===== config.mk =====
export PLATFORM = sky130hd
export DESIGN_NAME = ets_alert_ctrl
export DESIGN_NICKNAME = d
export VERILOG_FILES = /design/src/rtl/ets_alert_ctrl.sv
export SDC_FILE = /design/constraint.sdc
export NUM_CORES = 1
export LEC_CHECK = 0
export BUFFER_PORTS_ARGS = -buffer_cell sky130_fd_sc_hd__buf_2
export CORE_MARGIN = 10
export CORE_UTILIZATION = 49
export DETAILED_ROUTE_END_ITERATION = 10
export GPL_TIMING_DRIVEN = 0
export HOLD_SLACK_MARGIN = 0.02
export PLACE_DENSITY = 0.81
export SETUP_SLACK_MARGIN = 0.4
export SLEW_MARGIN = 20
export SYNTH_ARGS = -nofsm -noshare
export SYNTH_HDL_FRONTEND = slang
export SYNTH_SLANG_ARGS = --single-unit

===== constraint.sdc =====
create_clock -name clk -period 8.4 [get_ports clk]
set_input_delay 2.52 -clock clk [delete_from_list [all_inputs] [get_ports clk]]
set_output_delay 2.52 -clock clk [all_outputs]
set_load 0.01 [all_outputs]

===== src/rtl/ets_alert_ctrl.sv =====
// ETS alert controller: counts accepted anomalies per cycle window, raises sticky alert + irq.
// Optional anomaly log FIFO enabled by defining ETS_ALERT_LOG_EN.
module ets_alert_ctrl #(
  parameter int LOG_DEPTH = 8,
  parameter int CNT_W     = 16
) (
  input  logic             clk,
  input  logic             rst,
  input  logic             result_valid,
  input  logic             anomaly_detected,
  input  logic             too_slow,
  input  logic             too_fast,
  input  logic [31:0]      timing_delta,
  input  logic [31:0]      inst_pc,
  input  logic             monitor_enable,
  input  logic [15:0]      window_len,
  input  logic [CNT_W-1:0] threshold,
  input  logic             alert_clear,
  output logic             alert,
  output logic             irq,
  output logic [31:0]      anomaly_total,
  output logic             log_valid,
  input  logic             log_ready,
  output logic [47:0]      log_data,
  output logic [CNT_W-1:0] log_overflow_cnt
);

  typedef enum logic [1:0] {IDLE, WINDOW, ALERT} state_e;

  state_e           state_q, state_d;
  logic [CNT_W-1:0] count_q, count_d;
  logic [15:0]      elapsed_q, elapsed_d;
  logic             alert_q, alert_d;
  logic             irq_q, irq_d;
  logic [31:0]      total_q, total_d;

  logic             accepted;
  logic [15:0]      len_eff;
  logic [CNT_W-1:0] thr_eff;
  logic [CNT_W-1:0] count_inc;

  assign accepted  = result_valid & anomaly_detected & monitor_enable;
  assign len_eff   = (window_len == 16'd0) ? 16'd1 : window_len;
  assign thr_eff   = (threshold == '0) ? {{(CNT_W-1){1'b0}}, 1'b1} : threshold;
  assign count_inc = (count_q == '1) ? count_q : count_q + 1'b1;

  // Window age is tracked as elapsed cycles so a live window_len change applies at once.
  always_comb begin
    state_d   = state_q;
    count_d   = count_q;
    elapsed_d = elapsed_q;
    case (state_q)
      IDLE: begin
        if (accepted) begin
          count_d   = {{(CNT_W-1){1'b0}}, 1'b1};
          elapsed_d = 16'd1;
          state_d   = (thr_eff == {{(CNT_W-1){1'b0}}, 1'b1}) ? ALERT : WINDOW;
        end
      end
      WINDOW: begin
        if (!monitor_enable) begin
          state_d   = IDLE;
          count_d   = '0;
          elapsed_d = '0;
        end else begin
          if (accepted) count_d = count_inc;
          if (accepted && (count_inc >= thr_eff)) begin
            state_d = ALERT;
          end else if (elapsed_q >= len_eff - 16'd1) begin
            state_d   = IDLE;
            count_d   = '0;
            elapsed_d = '0;
          end else begin
            elapsed_d = elapsed_q + 16'd1;
          end
        end
      end
      ALERT: begin
        if (alert_clear) begin
          state_d   = IDLE;
          count_d   = '0;
          elapsed_d = '0;
        end
      end
      default: begin
        state_d   = IDLE;
        count_d   = '0;
        elapsed_d = '0;
      end
    endcase
  end

  always_comb begin
    alert_d = (state_d == ALERT);
    irq_d   = (state_d == ALERT) && (state_q != ALERT);
    total_d = (accepted && (total_q != 32'hFFFF_FFFF)) ? total_q + 32'd1 : total_q;
  end

  always_ff @(posedge clk) begin
    if (rst) begin
      state_q   <= IDLE;
      count_q   <= '0;
      elapsed_q <= '0;
      alert_q   <= 1'b0;
      irq_q     <= 1'b0;
      total_q   <= '0;
    end else begin
      state_q   <= state_d;
      count_q   <= count_d;
      elapsed_q <= elapsed_d;
      alert_q   <= alert_d;
      irq_q     <= irq_d;
      total_q   <= total_d;
    end
  end

  assign alert         = alert_q;
  assign irq           = irq_q;
  assign anomaly_total = total_q;

`ifdef ETS_ALERT_LOG_EN
  localparam int PTR_W = (LOG_DEPTH > 1) ? $clog2(LOG_DEPTH) : 1;

  logic [47:0]      mem_q [LOG_DEPTH];
  logic [PTR_W-1:0] wr_ptr_q, wr_ptr_d, rd_ptr_q, rd_ptr_d;
  logic [PTR_W:0]   fill_q, fill_d, fill_after_pop;
  logic [47:0]      log_data_q, log_data_d;
  logic             log_valid_q, log_valid_d;
  logic [CNT_W-1:0] ovf_q, ovf_d;
  logic [13:0]      delta_sat;
  logic [47:0]      rec;
  logic             pop, full, push_ok;

  always_comb begin
    if ($signed(timing_delta) > 32'sd8191)       delta_sat = 14'h1FFF;
    else if ($signed(timing_delta) < -32'sd8192) delta_sat = 14'h2000;
    else                                         delta_sat = timing_delta[13:0];
  end

  // The registered head is refreshed from the post-update FIFO, so it holds once the FIFO drains.
  always_comb begin
    rec            = {inst_pc, too_slow, too_fast, delta_sat};
    pop            = (fill_q != '0) & log_ready;
    full           = (fill_q == (PTR_W+1)'(LOG_DEPTH));
    push_ok        = accepted & (~full | pop);
    fill_after_pop = fill_q - (PTR_W+1)'(pop);
    fill_d         = fill_after_pop + (PTR_W+1)'(push_ok);
    wr_ptr_d       = wr_ptr_q + PTR_W'(push_ok);
    rd_ptr_d       = rd_ptr_q + PTR_W'(pop);
    ovf_d          = (accepted && full && !pop && (ovf_q != '1)) ? ovf_q + 1'b1 : ovf_q;
    log_valid_d    = (fill_d != '0);
    log_data_d     = log_data_q;
    if (fill_d != '0) begin
      log_data_d = (fill_after_pop == '0) ? rec : mem_q[rd_ptr_d];
    end
  end

  always_ff @(posedge clk) begin
    if (push_ok) mem_q[wr_ptr_q] <= rec;
  end

  always_ff @(posedge clk) begin
    if (rst) begin
      wr_ptr_q    <= '0;
      rd_ptr_q    <= '0;
      fill_q      <= '0;
      log_data_q  <= '0;
      log_valid_q <= 1'b0;
      ovf_q       <= '0;
    end else begin
      wr_ptr_q    <= wr_ptr_d;
      rd_ptr_q    <= rd_ptr_d;
      fill_q      <= fill_d;
      log_data_q  <= log_data_d;
      log_valid_q <= log_valid_d;
      ovf_q       <= ovf_d;
    end
  end

  assign log_valid        = log_valid_q;
  assign log_data         = log_data_q;
  assign log_overflow_cnt = ovf_q;
`else
  localparam int unused_log_depth = LOG_DEPTH;
  logic unused_log_inputs;

  assign unused_log_inputs = ^{log_ready, too_slow, too_fast, timing_delta, inst_pc};
  assign log_valid         = 1'b0;
  assign log_data          = '0;
  assign log_overflow_cnt  = '0;
`endif

endmodule

==> results of run 1 <==
==> power breakdown <==
part / internal [W] / total, W / switching (W)
Clock: 0.000175 / 0.000306 / 0.000130
Sequential: 0.000324 / 0.000326 / 0.00000247
Combinational: 0.0000434 / 0.0000963 / 0.0000529
==> synth_stat cells (6+ instances only) <==
cell type	instances	area (um^2)
nand3_1	33	165
and4_1	8	70.1
ha_1	36	450
o31ai_1	11	82.6
xor2_1	22	193
o21ai_0	22	110
inv_1	31	116
nor2_1	55	206
a22o_1	9	78.8
clkbuf_1	16	60.1
nor3_1	24	120
nand2b_1	15	93.8
xnor2_1	30	263
buf_4	65	488
dfxtp_1	68	1360
a21oi_1	26	130
and3_1	13	81.3
nand2_1	39	146
or3_1	6	37.5
nand4_1	22	138
nor4_1	16	100
==> final timing paths <==
check / start / end / slack, ns / cells after the start
hold reg to reg: anomaly_total[17] / anomaly_total[17] / 0.52 / 2
setup reg to reg: count_q[6] / elapsed_q[2] / 3.94 / 14
hold / removal: anomaly_total[17] / anomaly_total[17] / 0.52 / 2
setup / recovery: window_len[4] / count_q[9] / 2.01 / 17
==> per-layer routing <==
metal	GRT usage [%]	up-vias
met5	0	-
met4	4.64	0
met3	5.78	23
met2	29.4	155
met1	19.5	2235
li1	-	2476
==> critical path: stages <==
cell      delay, ns
buf_2          0.13
or4_1          0.65
nor4_1         0.27
a31oi_1        0.16
ha_1           0.24
nand2_1        0.14
nor2_1         0.10
nand2_1        0.10
xor2_1         0.23
ha_1           0.19
nand4_1        0.14
or4_4          0.59
o311ai_4       0.33
nor2_2         0.14
a21o_1         0.21
clkbuf_1       0.23
a22o_1         0.24
==> metrics by stage <==
step           power (W)  hold WS (ns)  util [%]  setup WS (ns)
3_5_place_dp    0.000427         0.499      57.5           1.65
6_report        0.000728         0.518      59.6           2.01
5_1_grt         0.000752         0.536      59.6           1.67
4_1_cts         0.000727         0.520      59.6           2.01
3_3_place_gp    0.000425         0.496      57.5           1.75
2_1_floorplan   0.000404         0.483         -           2.22
==> layout make-up <==
type | count | area share [%]
tap | 136 | 2.79
inverter | 31 | 1.91
clock buffer | 12 | 2.38
buffer | 85 | 9.31
multi-input combinational | 520 | 54.3
timing repair buffer | 71 | 5.82
clock inverter | 4 | 1.19
sequential | 68 | 22.3
==> registers in the layout, summed over array words and instances (netlist names) <==
name	flops
irq	1
count_q	16
anomaly_total	32
alert	1
elapsed_q	16
state_q	2
==> cells by family after synthesis <==
logic type,synth area share [%]
mux,0.782
xor+xnor,8.90
fa+ha+maj,8.80
buf+inv,13.4
flops,26.6
compound gates,16.8
other cells,0.0733
simple gates,24.7
==> reports/qor.csv, run 1 <==
metric;value;unit
required;8.64;ns
critical_path_peak_fanout;9;
num-fill-cells;939;
arrival;6.63;ns
cts.path.max_buffers;2;
synth.distinct_cells;57;
h-tree-depth;3;
grt_start_max_net_pins;12;
drt-initial-drc-count;217;
dr.pass1.iters;5;
top_layer;met4;
vias;4889;
outcome;finished, final reports clean;
route.detailed.drc;0;
clock-sinks;68;
postPlaceCellArea;0.00588;mm^2
post_drt_wl_per_cell;14.3;um
grt_pass1_vias;4648;
end_kind;flop;
final_area;0.00610;mm^2
period_needed;6.39;ns
postRouteAntennaNets;0;
multi_input_area;0.00331;mm^2
dp_cells;911;
cts_buffers;9;
num_antenna_cells;0;
die_y;122;um
post-route-period-util;76.1;%
ys.flop_type;dfxtp_1;
cp-start-kind;input port;
fp.dieW;122;um
synthCells;640;
grtUsageTotal;17.0;%
wl_met1;5520;um
hold_viol;0;
ys_ff_latch;68;
clockRootBuffer;clkbuf_8;
hp-class;flop to flop;
mostFrequentLayoutCell;buf_2;
maxCapViolations;0;
path_class;input port to flop;
initial_utilization;50.0;%
routed_via_density;5.27;
vdd_drop_max;0.0765;mV
ys_seq_area_share;26.6;%
syn_to_final_growth;19.2;%
ctsResizeCount;0;
drive_gt1_share;20.9;%
max_freq;157;MHz
p_per_area;119;mW/mm^2
path_clk_slew;0.07;ns
die_area;0.0149;mm^2
finalSetupTns;0;ns
gp_congestion;0.857;
synth_enable_flop_cells;0;
slew_headroom;46.5;%
avgSynthCellArea;8.00;um^2
route.met3.wl;970;um
cts_tree;done;
coreArea;0.0102;mm^2
worst_pin_slew;0.795;ns
post-cts-setup-buffers;0;
overflow;0;
nets;927;
ios;204;
hpwlAfterDp;10300;um
netlist_area;0.00512;mm^2
drv_slew;0;
synth_async_sr_flop_share;0;%
final_cell_mix;buf_2, dfxtp_1, buf_4, conb_1, nor2_1;
ff_latch_area;0.00136;mm^2
met2WireLength;6550;um
rows;37;
p_leak;2.76;nW
setup_viol;0;
ctsHoldBuffers;0;
clock_skew;0.00855;ns
yosysWarnings;0;
routed_wirelength;13200;um
insertion_delay;0.36;ns
fin_cells;927;
antenna_found_initial;0;
rsz0062_at_grt;no;
grt_pass1_wl;21400;um
port_buffers;71;
Power figures use the tool's default switching activity.
==> run 2: changes to the inputs <==
--- a/config.mk
+++ b/config.mk
@@ -7,11 +7,11 @@
 export LEC_CHECK = 0
 export BUFFER_PORTS_ARGS = -buffer_cell sky130_fd_sc_hd__buf_2
 export CORE_MARGIN = 10
-export CORE_UTILIZATION = 49
+export CORE_UTILIZATION = 45
 export DETAILED_ROUTE_END_ITERATION = 10
 export GPL_TIMING_DRIVEN = 0
 export HOLD_SLACK_MARGIN = 0.02
-export PLACE_DENSITY = 0.81
+export PLACE_DENSITY = 0.78
 export SETUP_SLACK_MARGIN = 0.4
 export SLEW_MARGIN = 20
 export SYNTH_ARGS = -nofsm -noshare
==> constraint.sdc (replaced) <==
create_clock -name clk -period 5.3 [get_ports clk]
set_input_delay 1.59 -clock clk [delete_from_list [all_inputs] [get_ports clk]]
set_output_delay 1.59 -clock clk [all_outputs]
set_load 0.01 [all_outputs]
==> run 2 against run 1 <==
Core utilization increased by 1.6 points. Via count increased by 4.0%. Clock skew decreased by 0.0029 ns. Largest power group is now the clock network.
==> reports/qor.csv, run 2 (synthesis results as in run 1) <==
metric;value;unit;change
outcome;finished, final reports clean;;unchanged
p_clk_share;48.3;%;was 42.0%
route.detailed.drc;0;;unchanged
max_freq;190;MHz;
cp-start-kind;input port;;unchanged
worstHoldPathCells;2;;unchanged
required;5.50;ns;was 8.64 ns
vdd_drop_max;0.158;mV;was 0.0765 mV
arrival;5.45;ns;was 6.63 ns
grtUsageTotal;16.7;%;was 17.0%
fp.dieW;127;um;was 122 um
hp-class;flop to flop;;unchanged
pwr-share-comb;13.0;%;was 13.2%
clock-sinks;68;;unchanged
overflow;0;;unchanged
path_clk_slew;0.05;ns;was 0.07 ns
rsz0062_at_grt;yes;;was no
grt_start_max_net_pins;12;;unchanged
r2r_cells;14;;unchanged
period_needed;5.25;ns;
p_per_area;199;mW/mm^2;was 119 mW/mm^2
routed_wirelength;14600;um;was 13200 um
die_y;127;um;was 122 um
clock_skew;0.00570;ns;was 0.00855 ns
post-route-period-util;99.1;%;
drive_gt1_share;27.3;%;was 20.9%
clockRootBuffer;clkbuf_16;;was clkbuf_8
port_buffers;71;;unchanged
post_drt_wl_per_cell;15.2;um;was 14.3 um
worstPathCellList;buf_6, or4_4, or4_4, o311ai_4, or2_4, nor3_1, xnor2_1, ha_1, nand4_1, or4_4, o311ai_4, nor2_4, buf_4, o311ai_2, o32ai_1;;was buf_2, or4_1, nor4_1, a31oi_1, ha_1, nand2_1, nor2_1, nand2_1, xor2_1, ha_1, nand4_1, or4_4, o311ai_4, nor2_2, a21o_1, clkbuf_1, a22o_1
grt_pass1_wl;23100;um;was 21400 um
num_antenna_cells;0;;unchanged
place_ws;-0.438;ns;was 1.65 ns
cts_buffers;9;;unchanged
cts.path.max_buffers;2;;unchanged
cpPeakStageDelay;0.57;ns;was 0.65 ns
cp.depth;15;;was 17
fin_ws;0.0471;ns;was 2.01 ns
timing.rr.end;elapsed_q[3];;was elapsed_q[2]
rows;38;;was 37
intPower;0.00102;W;was 0.000542 W
routed_via_density;5.32;;was 5.27
largest_reg_flops;32;;unchanged
multi_input_area;0.00353;mm^2;was 0.00331 mm^2
seqPwrFrac;38.6;%;was 44.8%
num-fill-cells;935;;was 939
fin_util;61.3;%;was 59.6%
cts_tree;done;;unchanged
final_area;0.00673;mm^2;was 0.00610 mm^2
postRouteAntennaNets;0;;unchanged
setup_viol;0;;unchanged
gp_congestion;0.860;;was 0.857
vias;5085;;was 4889
crit_slowest_cell;or4_4;;was or4_1
postPlaceCellArea;0.00592;mm^2;was 0.00588 mm^2
reg2reg_from;count_q[6];;unchanged
hold_end;anomaly_total[17];;unchanged
nets;952;;was 927
hpwlAfterDp;10300;um;about the same
whs;0.512;ns;was 0.518 ns
die_area;0.0160;mm^2;was 0.0149 mm^2
ios;204;;unchanged
insertion_delay;0.33;ns;was 0.36 ns
end_kind;flop;;unchanged
mostFrequentLayoutCell;buf_4;;was buf_2
critical_path.top_delay_family;simple AND/OR/NAND/NOR gates;;unchanged
drt-initial-drc-count;344;;was 217
slew_headroom;44.9;%;was 46.5%
initial_utilization;46.6;%;was 50.0%
dp_cells;915;;was 911
switchingPower;0.000321;W;was 0.000186 W
antenna_found_initial;0;;unchanged
path_class;input port to flop;;unchanged
timing.critical_path.buf_inv;2;;unchanged
ff_latch_area;0.00136;mm^2;unchanged
fin_cells;956;;was 927
hold_viol;0;;unchanged
grt_pass1_vias;4819;;was 4648
worst_pin_slew;0.821;ns;was 0.795 ns
syn_to_final_growth;31.5;%;was 19.2%
min_from;anomaly_total[17];;unchanged
critical_path_peak_fanout;7;;was 9
p_leak;3.02;nW;was 2.76 nW
drv_slew;0;;unchanged
dr.pass1.iters;5;;unchanged
switching_share;24.0;%;was 25.5%
final_cell_mix;buf_4, buf_2, dfxtp_1;;was buf_2, dfxtp_1, buf_4, conb_1, nor2_1
cp_common_cell;or4_4;;
maxCapViolations;0;;unchanged
h-tree-depth;3;;unchanged
coreArea;0.0110;mm^2;was 0.0102 mm^2
reg2reg_slack;0.62;ns;was 3.94 ns
run 2: changes by cell type in the layout (fill, tap and decap cells not counted), sizes merged:
cell / change
buf: +25
run 2: repair_timing:
action	CTS	global route
setup buffers	14	9
cloned	2	0
pin swaps	28	18
resized for setup	44	22
hold buffers	0	0
endpoints found under the setup margin	32	33
run 2: power groups by stage:
stage | clock network [W] | registers, W | logic (W)
finish | 0.000648 | 0.000518 | 0.000175
global route | 0.000674 | 0.000518 | 0.000193
CTS | 0.000652 | 0.000518 | 0.000161
detailed placement | 0 | 0.000529 | 0.000150
global placement | 0 | 0.000529 | 0.000148
floorplan | 0 | 0.000528 | 0.000113
run 2: layer usage:
layer / GRT usage [%] / wire, um
met2: 28.4 / 7130
met5: 0 / 0
met4: 5.16 / 288
met3: 5.58 / 1200
met1: 19.3 / 5950
run 2: layout make-up:
| class | count | share of cell area, % |
|---|---|---|
| clock inverters | 4 | 1.08 |
| multi-input cells | 520 | 52.5 |
| repair buffers | 96 | 9.13 |
| well taps | 140 | 2.60 |
| clock buffers | 12 | 3.66 |
| plain buffers | 85 | 9.04 |
| flip-flops and latches | 68 | 20.2 |
| inverters | 31 | 1.73 |
run 2: tightest hold or removal path, stage by stage, from the launching register on:
cell and delay [ns]:
dfxtp_1 0.33, o21ai_0 0.08, a21oi_1 0.06
run 2: how the worst max path moves through the flow:
stage / slack (ns) / from / end
3_3_place_gp: -0.38 / window_len[8] / count_q[11]
2_1_floorplan: 0.08 / window_len[8] / count_q[13]
5_1_grt: -0.05 / window_len[11] / count_q[3]
6_report: 0.05 / window_len[11] / count_q[8]
3_5_place_dp: -0.44 / window_len[4] / count_q[3]
4_1_cts: 0.08 / window_len[11] / elapsed_q[3]
run 2: per-stage QoR:
stage,TNS [ns],total power [W]
finish,0,0.00134
floorplan,0,0.000641
global route,-0.383,0.00139
global placement,-9.00,0.000677
CTS,0,0.00133
detailed placement,-10.84,0.000679
